`src/rtl/rank_filter_pkg.sv`:
```
// rtl/rank_filter_pkg.sv - shared types and constants for the 3x3 rank filter
package rank_filter_pkg;

  typedef enum logic [1:0] {
    RANK_MIN = 2'd0,
    RANK_MED = 2'd1,
    RANK_MAX = 2'd2
  } rank_t;

  // Accepted pixel to matching output, no stall.
  localparam int RANK_FILTER_LAT = 4;

  // Rows/columns below this index lack a full 3x3 neighbourhood.
  localparam int BORDER_TH = 2;

  // rank_sel encoding 3 is an alias of median.
  function automatic rank_t decode_rank(input logic [1:0] sel);
    case (sel)
      2'd0:    return RANK_MIN;
      2'd2:    return RANK_MAX;
      default: return RANK_MED;
    endcase
  endfunction

endpackage

```
`src/rtl/sort3.sv`:
```
// rtl/sort3.sv - combinational unsigned sort of three values
// Ports: a, b, c  - unsorted inputs
//        lo/mid/hi - the same values in ascending order
module sort3 #(
  parameter int DATA_W = 8
) (
  input  logic [DATA_W-1:0] a,
  input  logic [DATA_W-1:0] b,
  input  logic [DATA_W-1:0] c,
  output logic [DATA_W-1:0] lo,
  output logic [DATA_W-1:0] mid,
  output logic [DATA_W-1:0] hi
);

  logic [DATA_W-1:0] ab_lo;
  logic [DATA_W-1:0] ab_hi;

  always_comb begin
    ab_lo = (a < b) ? a : b;
    ab_hi = (a < b) ? b : a;
    if (c < ab_lo) begin
      lo  = c;
      mid = ab_lo;
      hi  = ab_hi;
    end else if (c < ab_hi) begin
      lo  = ab_lo;
      mid = c;
      hi  = ab_hi;
    end else begin
      lo  = ab_lo;
      mid = ab_hi;
      hi  = c;
    end
  end

endmodule

```
`src/rtl/rank_filter_3x3.sv`:
```
// rtl/rank_filter_3x3.sv - streaming 3x3 min/median/max filter, 4-stage pipeline
// Ports: clk, rst_n (async active-low)
//        in_valid/in_ready/in_data/in_sof - raster pixel stream in
//        rank_sel - 0 min, 1/3 median, 2 max; sampled on accepted in_sof
//        out_valid/out_ready/out_data/out_sof - filtered stream, one per input
// Build option: RANK_FILTER_BORDER_PASS_EN - border pixels pass the raw input
module rank_filter_3x3
  import rank_filter_pkg::*;
#(
  parameter int DATA_W = 8,
  parameter int IMG_W  = 256,
  parameter int IMG_H  = 256
) (
  input  logic              clk,
  input  logic              rst_n,
  input  logic              in_valid,
  output logic              in_ready,
  input  logic [DATA_W-1:0] in_data,
  input  logic              in_sof,
  input  logic [1:0]        rank_sel,
  output logic              out_valid,
  input  logic              out_ready,
  output logic [DATA_W-1:0] out_data,
  output logic              out_sof
);

  localparam int CW = $clog2(IMG_W);
  localparam int RW = $clog2(IMG_H);

  typedef logic [DATA_W-1:0] pix_t;

  function automatic pix_t min2(input pix_t a, input pix_t b);
    return (a < b) ? a : b;
  endfunction

  function automatic pix_t max2(input pix_t a, input pix_t b);
    return (a < b) ? b : a;
  endfunction

  function automatic pix_t med3(input pix_t a, input pix_t b, input pix_t c);
    return max2(min2(a, b), min2(max2(a, b), c));
  endfunction

  logic stall, accept;
  logic [CW-1:0] col_q, col_d, pos_col;
  logic [RW-1:0] row_q, row_d, pos_row;
  rank_t rank_q, rank_d, pix_rank;

  pix_t lb0_mem [IMG_W];
  pix_t lb1_mem [IMG_W];
  pix_t lb0_rd, lb1_rd;

  // S1: sliding window [row][col], column 2 is newest.
  pix_t  win_q [3][3], win_d [3][3];
  logic  s1_valid_q, s1_valid_d, s1_border_q, s1_border_d, s1_sof_q, s1_sof_d;
  rank_t s1_rank_q, s1_rank_d;

  // S2: per-column sorted values.
  pix_t  col_lo [3], col_mid [3], col_hi [3];
  pix_t  s2_lo_q [3], s2_lo_d [3], s2_mid_q [3], s2_mid_d [3], s2_hi_q [3], s2_hi_d [3];
  logic  s2_valid_q, s2_valid_d, s2_border_q, s2_border_d, s2_sof_q, s2_sof_d;
  rank_t s2_rank_q, s2_rank_d;

  // S3: min / max plus the three median candidates.
  pix_t  s3_min_q, s3_min_d, s3_max_q, s3_max_d;
  pix_t  s3_a_q, s3_a_d, s3_b_q, s3_b_d, s3_c_q, s3_c_d;
  logic  s3_valid_q, s3_valid_d, s3_border_q, s3_border_d, s3_sof_q, s3_sof_d;
  rank_t s3_rank_q, s3_rank_d;

`ifdef RANK_FILTER_BORDER_PASS_EN
  pix_t s2_raw_q, s2_raw_d, s3_raw_q, s3_raw_d;
`endif

  // S4 / output register.
  pix_t s4_med, s4_unused_lo, s4_unused_hi, border_val, s4_result;
  logic out_valid_q, out_valid_d, out_sof_q, out_sof_d;
  pix_t out_data_q, out_data_d;

  assign stall     = out_valid_q && !out_ready;
  assign in_ready  = !stall;
  assign accept    = in_valid && !stall;
  assign out_valid = out_valid_q;
  assign out_data  = out_data_q;
  assign out_sof   = out_sof_q;

  // An accepted in_sof restarts the frame at (0,0) regardless of the counters.
  assign pos_col  = in_sof ? '0 : col_q;
  assign pos_row  = in_sof ? '0 : row_q;
  assign pix_rank = in_sof ? decode_rank(rank_sel) : rank_q;
  assign lb0_rd   = lb0_mem[pos_col];
  assign lb1_rd   = lb1_mem[pos_col];

  for (genvar c = 0; c < 3; c++) begin : g_col_sort
    sort3 #(.DATA_W(DATA_W)) u_sort (
      .a  (win_q[0][c]),
      .b  (win_q[1][c]),
      .c  (win_q[2][c]),
      .lo (col_lo[c]),
      .mid(col_mid[c]),
      .hi (col_hi[c])
    );
  end

  sort3 #(.DATA_W(DATA_W)) u_med_sort (
    .a  (s3_a_q),
    .b  (s3_b_q),
    .c  (s3_c_q),
    .lo (s4_unused_lo),
    .mid(s4_med),
    .hi (s4_unused_hi)
  );

  always_comb begin
`ifdef RANK_FILTER_BORDER_PASS_EN
    border_val = s3_raw_q;
`else
    border_val = '0;
`endif
    if (s3_border_q)                s4_result = border_val;
    else if (s3_rank_q == RANK_MIN) s4_result = s3_min_q;
    else if (s3_rank_q == RANK_MAX) s4_result = s3_max_q;
    else                            s4_result = s4_med;
  end

  always_comb begin
    col_d = col_q;  row_d = row_q;  rank_d = rank_q;  win_d = win_q;
    s1_valid_d = s1_valid_q;  s1_border_d = s1_border_q;  s1_sof_d = s1_sof_q;  s1_rank_d = s1_rank_q;
    s2_valid_d = s2_valid_q;  s2_border_d = s2_border_q;  s2_sof_d = s2_sof_q;  s2_rank_d = s2_rank_q;
    s2_lo_d = s2_lo_q;  s2_mid_d = s2_mid_q;  s2_hi_d = s2_hi_q;
    s3_valid_d = s3_valid_q;  s3_border_d = s3_border_q;  s3_sof_d = s3_sof_q;  s3_rank_d = s3_rank_q;
    s3_min_d = s3_min_q;  s3_max_d = s3_max_q;  s3_a_d = s3_a_q;  s3_b_d = s3_b_q;  s3_c_d = s3_c_q;
`ifdef RANK_FILTER_BORDER_PASS_EN
    s2_raw_d = s2_raw_q;  s3_raw_d = s3_raw_q;
`endif
    out_valid_d = out_valid_q;  out_data_d = out_data_q;  out_sof_d = out_sof_q;

    if (accept) begin
      if (pos_col == CW'(IMG_W - 1)) begin
        col_d = '0;
        row_d = (pos_row == RW'(IMG_H - 1)) ? '0 : pos_row + 1'b1;
      end else begin
        col_d = pos_col + 1'b1;
        row_d = pos_row;
      end
      if (in_sof) rank_d = pix_rank;
      for (int r = 0; r < 3; r++) begin
        win_d[r][0] = win_q[r][1];
        win_d[r][1] = win_q[r][2];
      end
      win_d[0][2] = lb0_rd;
      win_d[1][2] = lb1_rd;
      win_d[2][2] = in_data;
      s1_border_d = (pos_row < RW'(BORDER_TH)) || (pos_col < CW'(BORDER_TH));
      s1_sof_d    = in_sof;
      s1_rank_d   = pix_rank;
    end

    // Every stage advances together unless the output is blocked.
    if (!stall) begin
      s1_valid_d  = accept;
      s2_valid_d  = s1_valid_q;
      s2_border_d = s1_border_q;
      s2_sof_d    = s1_sof_q;
      s2_rank_d   = s1_rank_q;
      s2_lo_d     = col_lo;
      s2_mid_d    = col_mid;
      s2_hi_d     = col_hi;
      s3_valid_d  = s2_valid_q;
      s3_border_d = s2_border_q;
      s3_sof_d    = s2_sof_q;
      s3_rank_d   = s2_rank_q;
      s3_min_d    = min2(min2(s2_lo_q[0], s2_lo_q[1]), s2_lo_q[2]);
      s3_max_d    = max2(max2(s2_hi_q[0], s2_hi_q[1]), s2_hi_q[2]);
      s3_a_d      = max2(max2(s2_lo_q[0], s2_lo_q[1]), s2_lo_q[2]);
      s3_b_d      = med3(s2_mid_q[0], s2_mid_q[1], s2_mid_q[2]);
      s3_c_d      = min2(min2(s2_hi_q[0], s2_hi_q[1]), s2_hi_q[2]);
`ifdef RANK_FILTER_BORDER_PASS_EN
      s2_raw_d    = win_q[2][2];
      s3_raw_d    = s2_raw_q;
`endif
      out_valid_d = s3_valid_q;
      out_data_d  = s3_valid_q ? s4_result : '0;
      out_sof_d   = s3_valid_q && s3_sof_q;
    end
  end

  // Line buffers are never reset; the border mask hides stale rows.
  always_ff @(posedge clk) begin
    if (accept) begin
      lb0_mem[pos_col] <= lb1_rd;
      lb1_mem[pos_col] <= in_data;
    end
  end

  always_ff @(posedge clk or negedge rst_n) begin
    if (!rst_n) begin
      col_q <= '0;  row_q <= '0;  rank_q <= RANK_MED;
      for (int r = 0; r < 3; r++)
        for (int c = 0; c < 3; c++) win_q[r][c] <= '0;
      for (int c = 0; c < 3; c++) begin
        s2_lo_q[c] <= '0;  s2_mid_q[c] <= '0;  s2_hi_q[c] <= '0;
      end
      s1_valid_q <= 1'b0;  s1_border_q <= 1'b0;  s1_sof_q <= 1'b0;  s1_rank_q <= RANK_MED;
      s2_valid_q <= 1'b0;  s2_border_q <= 1'b0;  s2_sof_q <= 1'b0;  s2_rank_q <= RANK_MED;
      s3_valid_q <= 1'b0;  s3_border_q <= 1'b0;  s3_sof_q <= 1'b0;  s3_rank_q <= RANK_MED;
      s3_min_q <= '0;  s3_max_q <= '0;  s3_a_q <= '0;  s3_b_q <= '0;  s3_c_q <= '0;
`ifdef RANK_FILTER_BORDER_PASS_EN
      s2_raw_q <= '0;  s3_raw_q <= '0;
`endif
      out_valid_q <= 1'b0;  out_data_q <= '0;  out_sof_q <= 1'b0;
    end else begin
      col_q <= col_d;  row_q <= row_d;  rank_q <= rank_d;  win_q <= win_d;
      s2_lo_q <= s2_lo_d;  s2_mid_q <= s2_mid_d;  s2_hi_q <= s2_hi_d;
      s1_valid_q <= s1_valid_d;  s1_border_q <= s1_border_d;  s1_sof_q <= s1_sof_d;  s1_rank_q <= s1_rank_d;
      s2_valid_q <= s2_valid_d;  s2_border_q <= s2_border_d;  s2_sof_q <= s2_sof_d;  s2_rank_q <= s2_rank_d;
      s3_valid_q <= s3_valid_d;  s3_border_q <= s3_border_d;  s3_sof_q <= s3_sof_d;  s3_rank_q <= s3_rank_d;
      s3_min_q <= s3_min_d;  s3_max_q <= s3_max_d;  s3_a_q <= s3_a_d;  s3_b_q <= s3_b_d;  s3_c_q <= s3_c_d;
`ifdef RANK_FILTER_BORDER_PASS_EN
      s2_raw_q <= s2_raw_d;  s3_raw_q <= s3_raw_d;
`endif
      out_valid_q <= out_valid_d;  out_data_q <= out_data_d;  out_sof_q <= out_sof_d;
    end
  end

endmodule

```
`config.mk`:
```
export PLATFORM = sky130hd
export DESIGN_NAME = rank_filter_3x3
export DESIGN_NICKNAME = d
export VERILOG_FILES = /design/src/rtl/rank_filter_pkg.sv /design/src/rtl/sort3.sv /design/src/rtl/rank_filter_3x3.sv
export SDC_FILE = /design/constraint.sdc
export NUM_CORES = 2
export LEC_CHECK = 0
export CAP_MARGIN = 25
export CORE_UTILIZATION = 54
export DETAILED_ROUTE_END_ITERATION = 10
export DONT_BUFFER_PORTS = 1
export HOLD_SLACK_MARGIN = 0.02
export PLACE_DENSITY = 0.69
export SETUP_SLACK_MARGIN = 0.4
export SLEW_MARGIN = 20
export SYNTH_ARGS = -nofsm -noshare
export SYNTH_HDL_FRONTEND = slang
export SYNTH_SLANG_ARGS = --single-unit
```
`constraint.sdc`:
```
create_clock -name clk -period 13.59 [get_ports clk]
set_clock_uncertainty 0.1 [all_clocks]
set_input_delay 2.718 -clock clk [delete_from_list [all_inputs] [get_ports clk]]
set_output_delay 2.718 -clock clk [all_outputs]
set_load 0.005 [all_outputs]
```
Word-level counts from Yosys, hierarchy flattened
Memory sizes are Yosys's and may differ from the RTL's. A register that Yosys moved wholly into a read port is not among the register bits.
Cells that the tools add are included.
{ "totals": {"memories": 2, "mem_bits_rw": 4096, "latch_bits": 0, "word_cells": 131, "mem_bits_ro": 0, "output_inout_bits": 11, "reg_bits": 219} }
{ "memory_table": {"columns": ["memory", "words", "word_bits", "read_ports", "rd_clocked_by_memory_dff", "write_ports", "line_no", "text"], "rows": [
  ["lb0_mem", 256, 8, 1, 1, 1, "rank_filter_3x3.sv:49", "pix_t lb0_mem [IMG_W];"],
  ["lb1_mem", 256, 8, 1, 0, 1, "rank_filter_3x3.sv:50", "pix_t lb1_mem [IMG_W];"]
]} }
{ "classes": {"multipliers": 0, "n_eq_ne": 4, "shift": 0, "add_sub_neg": 2, "order_cmp": 23, "n_bitwise": 0, "n_mux": 50, "div": 0, "n_reduce_logical": 10} }
{ "op_table": {"columns": ["operator", "n"], "rows": [
  ["$mux W8", 46],
  ["$lt A8 B8 Y1", 21],
  ["$add A8 B1 Y8 const B", 2],
  ["$eq A8 B8 Y1 const B", 2],
  ["$lt A8 B2 Y1 const B", 2],
  ["$eq A2 B2 Y1 const B", 2],
  ["$logic_not A2 Y1", 2],
  ["$pmux W2 S2", 1],
  ["$logic_and A1 B1 Y1", 3],
  ["$logic_not A1 Y1", 3],
  ["$mux W1", 2],
  ["$mux W2", 1],
  ["$reduce_and A2 Y1", 1],
  ["$logic_or A1 B1 Y1", 1]
]} }

Logic depth before layout (Yosys ltp)
{ "logic_depth": {"ltp_word": 9, "depth_mapped": 25} }

By module
From an unflattened synthesis, not the netlist that was laid out.
{ "unflattened": {"hier_cells": 12720, "hier_area_um2": 177973.2} }
{ "modules_own_cells": {"columns": ["mod", "area_each_um2", "seq_area_each_um2", "n_inst", "cells_per_inst"], "rows": [
  ["rank_filter_3x3", 173503.9, 128683.4, 1, 12076],
  ["sort3", 1117.3, 0.0, 4, 161]
]} }

Worst setup path before layout
No wires, ideal clock.
{ "synth_path": {"path_kind": "input to register", "startpoint": "input in_sof", "endpoint": "memory lb0_mem[0][5] (netlist bit), data pin", "t_arrival_ps": 10890, "path_stages": 11, "path_slack_ps": 1062, "path_buffers": 3, "setup_time_ps": 1538, "cell_sequence": "nand2b_1 > inv_2 > buf_2 > buf_2 > buf_2 > nand2_1 > a311oi_1 > nor4_1 > o221ai_1 > o22ai_1 > o211ai_1"} }
{ "synth_via": {"elab_chain_cells": 2} }
{ "synth_lines": {"columns": ["item", "line_no", "text"], "rows": [
  ["start: declaration", "rank_filter_3x3.sv:19", "input logic in_sof,"],
  ["$mux W8", "rank_filter_3x3.sv:87", "assign pos_col = in_sof ? '0 : col_q;"],
  ["$mem_v2 Z256 W8", null, null],
  ["via lb1_rd[5]", "rank_filter_3x3.sv:51", "pix_t lb0_rd, lb1_rd;"],
  ["end: declaration", "rank_filter_3x3.sv:49", null]
]} }
The timed path passes the listed nets, and every way through them passes these cells.

Final worst setup path
{ "layout_path": {"startpoint": "input in_sof", "endpoint": "memory lb0_mem[225][7] (netlist bit), data pin"} }
The elaborated chain is that of the path after synthesis.

==> summary.json <==
{
  "status": {
    "status": "finished clean"
  },
  "min_path": {
    "holdPathStages": 2,
    "hold_path_startpoint": "s2_rank_q[0]$_DFFE_PN1N_",
    "timing.hold.worst_endpoint": "s2_rank_q[0]$_DFFE_PN1N_",
    "min_path_type": "reg -> reg"
  },
  "placed_design": {
    "gp_routability_congestion": 0.898,
    "port-buffer-count": 0,
    "hpwl_um": 287000
  },
  "flow_run": {
    "drv.max_cap_violation_count": 0
  },
  "critical_path": {
    "regToRegStartpoint": "col_q[0]$_DFFE_PN0P_",
    "critical_path_required_ns": 14.24,
    "crit_type": "in -> reg",
    "ff2ff_setup_slack_ns": 5.84,
    "reg2reg_to": "lb0_mem[205][0]$_DFFE_PP_",
    "worst_ep_arrival_time_ns": 8.79,
    "crit_path_start_kind": "input port",
    "critPathMaxFanout": 107,
    "setup.worst_path.end_class": "flip-flop",
    "timing.reg2reg.worst_path_depth": 14
  },
  "finish": {
    "most_common_cell_after_layout_fill_and_taps_aside": "edfxtp_1",
    "post-route-util_pct": 60.3,
    "layout.cells.most_common_list": "4,096 x edfxtp_1, 2,335 x nand2_1, 794 x a211oi_1, 789 x nor2b_1, 769 x a311oi_1",
    "layout-drive-gt1-share_pct": 12.4,
    "final_net_count": 12700,
    "layout-area-overhead-vs-synth_pct": 11.2
  },
  "routing": {
    "detail_route.vias_per_cell": 6.56,
    "route.antenna.remaining_nets": 0,
    "dr.pass1.iters": 8,
    "totalWireLength_um": 515000,
    "detail_route.drc_violations": 0,
    "initial_drc_count": 15500,
    "dr_total_vias": 113000,
    "wire_per_inst_um": 29.8
  },
  "cts": {
    "cts-resized-gates": 0,
    "worst_setup_hold_path_clk_slew_ns": 0.06,
    "tritoncts_clock_tree": "done",
    "ctsHoldBuffers": 0,
    "cts_post_setup_buffers_inserted": 0,
    "ctsHtreeMaxLevel": 5,
    "cts_buf_count": 429,
    "clock_sinks": 4323,
    "clock_latency_ns": 1.01,
    "clockBufferDepth": 4,
    "clock_tree.root_cell": "clkbuf_16"
  },
  "timing": {
    "period_share_pct": 59.9,
    "timing.hold.ws_ns": 0.360,
    "rsz_0062_raised_after_global_routing": "no",
    "final.setup.tns_ns": 0,
    "max_freq_ghz": 0.123,
    "worst-slew-pin-transition_ns": 1.32,
    "hold_violations": 0,
    "layout_min_cycle_time_ns": 8.14,
    "timing.max_slew.rel_slack_pct": 11.7,
    "drv_slew": 0,
    "final-setup-viol-count": 0
  },
  "pwr": {
    "power-per-cell-area_mw_per_mm2": 192,
    "ir_worst_vdd_v": 0.000177,
    "p_leak_nw": 63.6
  },
  "synth": {
    "syn_nets": 12700,
    "cell_area_after_synthesis_mm2": 0.177,
    "number_of_flops_mapped_to_enable_cells_by_yosys": 4096,
    "yosys_warnings": 0,
    "yosys-top-cells-area": "edfxtp_1 69%, nand2_1 5.0%, a311oi_1 3.8%",
    "synthArstFlopShare_pct": 5.25,
    "syn_avg_cell_area_um2": 14.1,
    "synth.yosys.seq_area_share_pct": 72.5,
    "area_share_of_the_leading_cell_type_in_the_synthesized_netlist_pct": 69.3,
    "synthDominantAreaCellType": "edfxtp_1",
    "yosys_register_bits": 4323,
    "synthFlopType": "edfxtp_1",
    "synthesis.instances": 12600,
    "ys_types": 85
  },
  "die": {
    "die_h_um": 575,
    "floorplan.initialDensity_pct": 54.2,
    "io_pins": 26,
    "num_rows": 210,
    "die_width_um": 575,
    "core-area_mm2": 0.327,
    "dieArea_mm2": 0.331
  },
  "global_routing": {
    "grt-ovfl-total": 0,
    "grt_pass1_vias": 107000,
    "maximum_number_of_pins_on_one_net_before_global_route_repair": 258,
    "grt_pass1_wl_um": 741000,
    "antenna_found_initial": 20,
    "grt_util_all_layers_pct": 30.5
  }
}
==> per-stage QoR <==
stage          instance area, um2  instances  worst slack (ns)  power (W)
6_report                   197000      17300              5.45     0.0379
2_1_floorplan              177000      12600              1.06     0.0235
5_1_grt                    197000      17300              5.41     0.0393
4_1_cts                    197000      17200              5.51     0.0377
3_3_place_gp               183000      16400              4.57     0.0260
3_5_place_dp               183000      16400              4.48     0.0264
==> layer usage <==
metal  vias up  wire length [um]  global-route usage, %
li1      48300                 -                      -
met1     56900            193000                   41.5
met2      6821            233000                   46.9
met3      1154             62900                   7.56
met4         6             25500                   13.6
met5         -                42                      0
==> cells by family after synthesis <==
family	after synthesis	share of synthesized area (%)
flip-flops	4323	72.5
AO/OA/AOI/OAI	2659	10.9
XOR/XNOR	5	0.0247
buffers and inverters	1039	2.79
adder cells (fa/ha/maj)	152	1.07
AND/OR/NAND/NOR	3984	10.1
multiplexers	395	2.52
==> synth_stat cells, types with 10 or more instances <==
master and n:
nor2b_1 790, clkbuf_1 309, a311oi_1 770, buf_2 439, a211o_1 16, a211oi_1 794, nor2_1 408, buf_6 21
o211ai_1 13, mux2i_1 106, o21ai_1 12, o21ai_0 357, nand2b_1 19, mux2_2 274, or4_1 10, nand3_1 71
o41ai_1 35, o21a_1 15, mux4_2 14, buf_1 62, ha_1 152, dfrtp_1 223, nor3_1 24, inv_1 117
and2_1 14, and3_1 12, nand4_1 18, o22ai_1 101, o221ai_1 14, nand2_1 2346, a22oi_1 20, a21o_1 22
edfxtp_1 4096, a31oi_1 244, nor4_1 227, or3_1 10, o311ai_0 14, a21oi_1 175, buf_4 88
==> where the power goes <==
part / internal (W) / leakage [nW] / switching [W]
clock: 0.00649 / 6.57 / 0.00500
sequential: 0.0159 / 39.6 / 0.000411
combinational: 0.00310 / 17.4 / 0.00700
total: 0.0255 / 63.6 / 0.0124
==> worst max-delay path, stage by stage <==
cell,delay [ns]
nand2b_4,0.51
inv_8,0.58
buf_12,0.44
buf_4,0.69
nand2_1,0.11
a311oi_1,0.31
nor4_1,0.12
o22ai_1,0.63
o21ai_0,0.54
buf_4,0.32
nand2_4,0.55
buf_4,0.53
buf_16,0.33
==> cell type report <==
class	instances	area [um2]
Fill cell	24100	130000
Sequential cell	4323	129000
Multi-Input combinational cell	7195	44900
Clock buffer	575	11500
Tap cell	4346	5440
Timing Repair Buffer	475	4160
Clock inverter	223	2020
Inverter	118	453
Antenna cell	6	15.0
==> worst max-delay path by stage <==
stage            from                   endpoint  slack, ns  depth (start not counted)
2_1_floorplan  in_sof    lb0_mem[0][5]$_DFFE_PP_       1.06                         11
3_3_place_gp   in_sof      win_q[26]$_DFFE_PN0P_       4.57                         11
3_5_place_dp   in_sof      win_q[26]$_DFFE_PN0P_       4.48                         11
4_1_cts        in_sof  lb0_mem[224][2]$_DFFE_PP_       5.51                          9
5_1_grt        in_sof  lb0_mem[204][7]$_DFFE_PP_       5.41                         13
6_report       in_sof  lb0_mem[225][7]$_DFFE_PP_       5.45                         13
==> state kept, by name, summed over array words and instances, names as in the netlist, 24 cells and up <==
name      count
lb0_mem    2048
s2_lo_q      24
lb1_mem    2048
s2_hi_q      24
win_q        72
s2_mid_q     24
Power figures use the tool's default switching activity.
